<file path="config.mk">
export PLATFORM = sky130hd
export DESIGN_NAME = operand_fetch
export DESIGN_NICKNAME = d
export VERILOG_FILES = /design/src/rtl/cpu_pkg.sv /design/src/rtl/reg_scoreboard.sv /design/src/rtl/operand_fetch.sv
export SDC_FILE = /design/constraint.sdc
export NUM_CORES = 1
export LEC_CHECK = 0
export BUFFER_PORTS_ARGS = -buffer_cell sky130_fd_sc_hd__buf_2
export CAP_MARGIN = 15
export CORE_ASPECT_RATIO = 1.5
export CORE_MARGIN = 1.5
export CORE_UTILIZATION = 45
export CTS_CLUSTER_DIAMETER = 120
export CTS_CLUSTER_SIZE = 12
export DETAILED_ROUTE_END_ITERATION = 7
export GPL_ROUTABILITY_DRIVEN = 1
export PLACE_DENSITY = 0.76
export SLEW_MARGIN = 15
export SYNTH_ARGS = -nofsm -noshare
export SYNTH_HDL_FRONTEND = slang
export SYNTH_SLANG_ARGS = --single-unit
</file>
<file path="constraint.sdc">
create_clock -name clk -period 4.6 [get_ports clk]
set_clock_uncertainty 0.05 [all_clocks]
set_input_delay 0.23 -clock clk [delete_from_list [all_inputs] [get_ports clk]]
set_output_delay 0.23 -clock clk [all_outputs]
set_load 0.02 [all_outputs]
</file>
<file path="src/rtl/cpu_pkg.sv">
`default_nettype none
// ============================================================================
// Module   : cpu_pkg
// Brief    : Shared CPU pipeline types and widths.
// Revision : 1.0
// ============================================================================
package cpu_pkg;

    localparam int c_op_width = 4;

    typedef logic [c_op_width-1:0] opcode_t;

    localparam opcode_t c_op_nop = '0;

endpackage
`default_nettype wire

</file>
<file path="src/rtl/reg_scoreboard.sv">
`default_nettype none
// ============================================================================
// Module   : reg_scoreboard
// Brief    : Busy bit per register, set on issue and cleared on writeback.
// Revision : 1.0
// ============================================================================
module reg_scoreboard
    import cpu_pkg::*;
#(
    parameter int DEPTH = 3,
    parameter int AW    = (DEPTH > 1) ? $clog2(DEPTH) : 1
) (
    input  logic             clk,
    input  logic             rst_n,
    input  logic             i_set_en,
    input  logic [AW-1:0]    i_set_addr,
    input  logic             i_clr_en,
    input  logic [AW-1:0]    i_clr_addr,
    output logic [DEPTH-1:0] o_busy
);

    logic [DEPTH-1:0] r_busy;
    logic [DEPTH-1:0] w_set;
    logic [DEPTH-1:0] w_clr;
    logic [DEPTH-1:0] w_busy_nxt;

    // Addresses at or beyond DEPTH match no index and so touch nothing.
    for (genvar i = 0; i < DEPTH; i++) begin : g_decode
        localparam logic [AW-1:0] c_idx = AW'(i);
        assign w_set[i] = i_set_en && (i_set_addr == c_idx);
        assign w_clr[i] = i_clr_en && (i_clr_addr == c_idx);
    end

    // Set beats clear so a same-cycle reissue keeps the register reserved.
    assign w_busy_nxt = w_set | (r_busy & ~w_clr);

    always_ff @(posedge clk or negedge rst_n) begin
        if (!rst_n) begin
            r_busy <= '0;
        end else begin
            r_busy <= w_busy_nxt;
        end
    end

    assign o_busy = r_busy;

endmodule
`default_nettype wire

</file>
<file path="src/rtl/operand_fetch.sv">
`default_nettype none
// ============================================================================
// Module   : operand_fetch
// Brief    : Operand read with writeback bypass, RAW hazard stall, skid-free
//            single output register toward execute.
// Revision : 1.0
// ============================================================================
module operand_fetch
    import cpu_pkg::*;
#(
    parameter int  BUS_WIDTH = 8,
    parameter int  DEPTH     = 3,
    parameter int  OP_WIDTH  = c_op_width,
    localparam int AW        = (DEPTH > 1) ? $clog2(DEPTH) : 1
) (
    input  logic                 clk,
    input  logic                 rst_n,
    input  logic                 in_valid,
    output logic                 in_ready,
    input  logic [OP_WIDTH-1:0]  in_op,
    input  logic [AW-1:0]        in_rs_a,
    input  logic [AW-1:0]        in_rs_b,
    input  logic [AW-1:0]        in_rd,
    input  logic                 in_rd_we,
    output logic [AW-1:0]        rf_rd_addr_a,
    output logic [AW-1:0]        rf_rd_addr_b,
    input  logic [BUS_WIDTH-1:0] rf_rd_data_a,
    input  logic [BUS_WIDTH-1:0] rf_rd_data_b,
    input  logic                 wb_we,
    input  logic [AW-1:0]        wb_addr,
    input  logic [BUS_WIDTH-1:0] wb_data,
    output logic                 out_valid,
    input  logic                 out_ready,
    output logic [OP_WIDTH-1:0]  out_op,
    output logic [BUS_WIDTH-1:0] out_opnd_a,
    output logic [BUS_WIDTH-1:0] out_opnd_b,
    output logic [AW-1:0]        out_rd,
    output logic                 out_rd_we
);

    localparam int            c_pad   = 1 << AW;
    localparam logic [AW:0]   c_depth = (AW + 1)'(DEPTH);

    logic [DEPTH-1:0]     w_busy;
    logic [c_pad-1:0]     w_busy_pad;
    logic                 w_hit_a;
    logic                 w_hit_b;
    logic                 w_stall_a;
    logic                 w_stall_b;
    logic                 w_hazard;
    logic                 w_accept;
    logic [BUS_WIDTH-1:0] w_opnd_a;
    logic [BUS_WIDTH-1:0] w_opnd_b;

    logic                 r_valid;
    logic [OP_WIDTH-1:0]  r_op;
    logic [BUS_WIDTH-1:0] r_opnd_a;
    logic [BUS_WIDTH-1:0] r_opnd_b;
    logic [AW-1:0]        r_rd;
    logic                 r_rd_we;

    assign rf_rd_addr_a = in_rs_a;
    assign rf_rd_addr_b = in_rs_b;

    assign w_hit_a = wb_we && (wb_addr == in_rs_a);
    assign w_hit_b = wb_we && (wb_addr == in_rs_b);

    // Zero-padded so that non-existent registers read as never busy.
    always_comb begin
        w_busy_pad             = '0;
        w_busy_pad[DEPTH-1:0]  = w_busy;
    end

    assign w_stall_a = w_busy_pad[in_rs_a] && !w_hit_a;
    assign w_stall_b = w_busy_pad[in_rs_b] && !w_hit_b;
    assign w_hazard  = in_valid && (w_stall_a || w_stall_b);

    assign in_ready  = (!r_valid || out_ready) && !w_hazard;
    assign w_accept  = in_valid && in_ready;

    assign w_opnd_a = ({1'b0, in_rs_a} >= c_depth) ? '0 :
                      w_hit_a                      ? wb_data : rf_rd_data_a;
    assign w_opnd_b = ({1'b0, in_rs_b} >= c_depth) ? '0 :
                      w_hit_b                      ? wb_data : rf_rd_data_b;

    always_ff @(posedge clk or negedge rst_n) begin
        if (!rst_n) begin
            r_valid  <= 1'b0;
            r_op     <= '0;
            r_opnd_a <= '0;
            r_opnd_b <= '0;
            r_rd     <= '0;
            r_rd_we  <= 1'b0;
        end else if (w_accept) begin
            r_valid  <= 1'b1;
            r_op     <= in_op;
            r_opnd_a <= w_opnd_a;
            r_opnd_b <= w_opnd_b;
            r_rd     <= in_rd;
            r_rd_we  <= in_rd_we;
        end else if (out_ready) begin
            r_valid  <= 1'b0;
        end
    end

    reg_scoreboard #(
        .DEPTH (DEPTH),
        .AW    (AW)
    ) u_scoreboard (
        .clk        (clk),
        .rst_n      (rst_n),
        .i_set_en   (w_accept && in_rd_we),
        .i_set_addr (in_rd),
        .i_clr_en   (wb_we),
        .i_clr_addr (wb_addr),
        .o_busy     (w_busy)
    );

    assign out_valid  = r_valid;
    assign out_op     = r_op;
    assign out_opnd_a = r_opnd_a;
    assign out_opnd_b = r_opnd_b;
    assign out_rd     = r_rd;
    assign out_rd_we  = r_rd_we;

endmodule
`default_nettype wire
</file>
==> reports/results.tsv <==
stage	metric	value	unit
clock_tree	clk_latency	0.27	ns
timing	rsz0062_at_grt	no	
critical_path	worstReg2RegEnd	out_opnd_b[3]$_DFFE_PN0P_	
synth	syn_area	0.00167	mm2
flow_run	maxCapViolCount	0	
floorplanning	core_area	0.00361	mm2
timing	tns	0	ns
critical_path	cp.arrival	2.35	ns
critical_path	cp_max_fo	15	
timing	layout_min_cycle_time	2.23	ns
floorplanning	rows	27	
cells_and_area	fin_nets	252	
critical_path	slowest_delay	0.66	ns
floorplanning	pin_count	71	
detailed_routing	antenna_left	0	
cells_and_area	instances_no_fill	252	
critical_path	cp_slowest_cell	a221oi_4	
global_route	grt_pass1_wl	6.19	mm
timing	hold_viol	0	
critical_path	reg2reg_slack	2.37	ns
placement	io_buffers	70	
placement	placed_area	0.00199	mm2
critical_path	reg2regPathDepth	5	
placement	gp_congestion	0.794	
synth	syn_area_per_cell	11.5	um2
detailed_routing	drt_wl_total	3.81	mm
global_route	globalRoute.totalOverflow	0	
global_route	use_met1	24.2	%
critical_path	path_depth	5	
synth	ys_seq_elements	27	
synth	syn_nets	188	
min_path	min_path_type	in2reg	
global_route	grt_antenna_before_repair	0	
detailed_routing	first_pass_iters	4	
critical_path	path_cells	mux2i_1 > o22ai_1 > a221oi_4 > buf_4 > mux2_2	
clock_tree	numCtsBuffers	3	
cells_and_area	post-route-util	56.7	%
power	p_total	893	uW
clock_tree	cts.path.max_buffers	2	
clock_tree	cts_tree	yes	
global_route	met2_usage	33.4	%
floorplanning	dieArea	0.00410	mm2
cells_and_area	final_common_cell	buf_2	
critical_path	startpoint	u_scoreboard.o_busy[2]$_DFF_PN0_	
power	p_leak	0.000928	uW
timing	fmax	0.448	GHz
clock_tree	path_clk_slew	0.10	ns
clock_tree	cts_sinks	27	
clock_tree	cts_hold_buf	1	
detailed_routing	drt_iter0_markers	48	
placement	dp.cells	247	
floorplanning	fp.dieH	77.7	um
cells_and_area	drive_gt1_share	41.6	%
floorplanning	die_w	52.8	um
global_route	globalRouteTotalUtil	19.9	%
critical_path	path_buf_inv	1	
global_route	grt_use_met3	3.46	%
critical_path	timing.rr.start	u_scoreboard.o_busy[2]$_DFF_PN0_	
placement	hpwl	3.02	mm
detailed_routing	num_vias	1445	
clock_tree	root_buffer	clkbuf_8	
synth	synth_cell_types	31	
detailed_routing	drc	0	
cells_and_area	final_cell_mix	buf_2, dfrtp_1, mux2_1	
critical_path	crit_end	out_opnd_b[3]$_DFFE_PN0P_	
critical_path	crit_family	compound AO/OA/AOI/OAI gates	
synth	yosys_warnings	0	
critical_path	crit_path_end_kind	flop	
floorplanning	start_util	46.3	%
global_route	busiest_layer	met2	
detailed_routing	vias_per_cell	5.73	
synth	yosysSeqAreaShare	40.4	%
clock_tree	cts_resized	0	
global_route	grt_pass1_vias	1415	
timing	setup-violations-final	0	
critical_path	worstSetupPathType	reg2reg	
timing	maxSlewHeadroom	54.9	%
synth	synthCells	146	
timing	drv_slew	0	
clock_tree	cts_setup_buffers	0	
timing	period_share	48.5	%
timing	worst_pin_slew	0.677	ns
clock_tree	ctsHtreeMaxLevel	1	
status	status	finished, final reports clean	
critical_path	cp-start-kind	flop	
global_route	grt_max_degree	28	
detailed_routing	avgRoutedWirePerCell	15.1	um
cells_and_area	syn_to_final_growth	22.4	%
cells_and_area	stdcell_area	0.00205	mm2
power	ir_drop	0.000375	V
power	power.density	436	mW/mm2
cells_and_area	antenna_cells	0	
critical_path	critPathRequiredTime	4.72	ns
## how the worst min path moves through the flow
stage          slack, ns  cells past startpoint     start                   endpoint
5_1_grt             0.11                      2  in_op[3]      out_op[3]$_DFFE_PN0P_
3_3_place_gp        0.21                      1     rst_n  out_opnd_a[5]$_DFFE_PN0P_
6_report            0.11                      2  in_op[2]      out_op[2]$_DFFE_PN0P_
3_5_place_dp        0.22                      1     rst_n      out_op[0]$_DFFE_PN0P_
2_1_floorplan      -0.12                      0     rst_n      out_op[0]$_DFFE_PN0P_
4_1_cts             0.11                      2  in_op[3]      out_op[3]$_DFFE_PN0P_
## metal layers
layer  share of wire (%)  vias up
met2                  51       75
met3                 7.6       10
met4                 2.3        0
met1                  39      675
met5                   0        -
li1                    -      685
## through the flow
stage,worst slack [ns],hold slack [ns]
finish,2.37,0.112
global route,2.20,0.114
CTS,2.34,0.111
detailed placement,2.14,0.221
global placement,2.19,0.213
floorplan,2.71,-0.116
## cell families (layout without fill, tap and decap cells)
group | count (synthesis) | in the layout | synth area share (%)
AO/OA/AOI/OAI | 41 | 41 | 17.2
buffers and inverters | 14 | 77 | 5.90
multiplexers | 25 | 25 | 16.7
AND/OR/NAND/NOR | 31 | 31 | 11.2
XOR/XNOR | 8 | 8 | 8.67
flip-flops | 27 | 27 | 40.4
## sequential cells by signal (all words and copies together) (netlist names)
register / cells
out_opnd_a: 8
out_opnd_b: 8
out_op: 4
u_scoreboard.o_busy: 3
out_rd: 2
out_rd_we: 1
out_valid: 1
## cell type report
class,instances,area [um2]
clock buffer,3,41.3
timing repair buffer,72,368
fill,353,1570
tap,43,53.8
inverter,1,3.75
clock inverter,1,7.51
sequential,27,676
multi-input combinational,105,900
## report_power, final
part | switching [uW] | internal (uW)
clock network | 78.9 | 61.6
registers | 41.6 | 321
logic | 232 | 158
## synthesized netlist by cell type (all sizes together)
cell type,instances,area (um2)
a21boi,1,7.51
a21oi,16,80.1
a221oi,1,26.3
a22o,2,17.5
a32o,2,20.0
and2,2,12.5
buf,11,87.6
clkbuf,2,7.51
clkinv,1,3.75
dfrtp,27,676
mux2,23,259
mux2i,2,20.0
nand2,3,11.3
nand2b,1,6.26
nand3,2,15.0
nand3b,3,22.5
nand4,16,100
nor2,2,7.51
nor2b,1,6.26
o21ai,2,10.0
o22ai,1,6.26
o31ai,16,120
or3,1,6.26
xnor2,4,110
xor2,4,35.0
No activity file was read; power rests on OpenSTA's default activity.
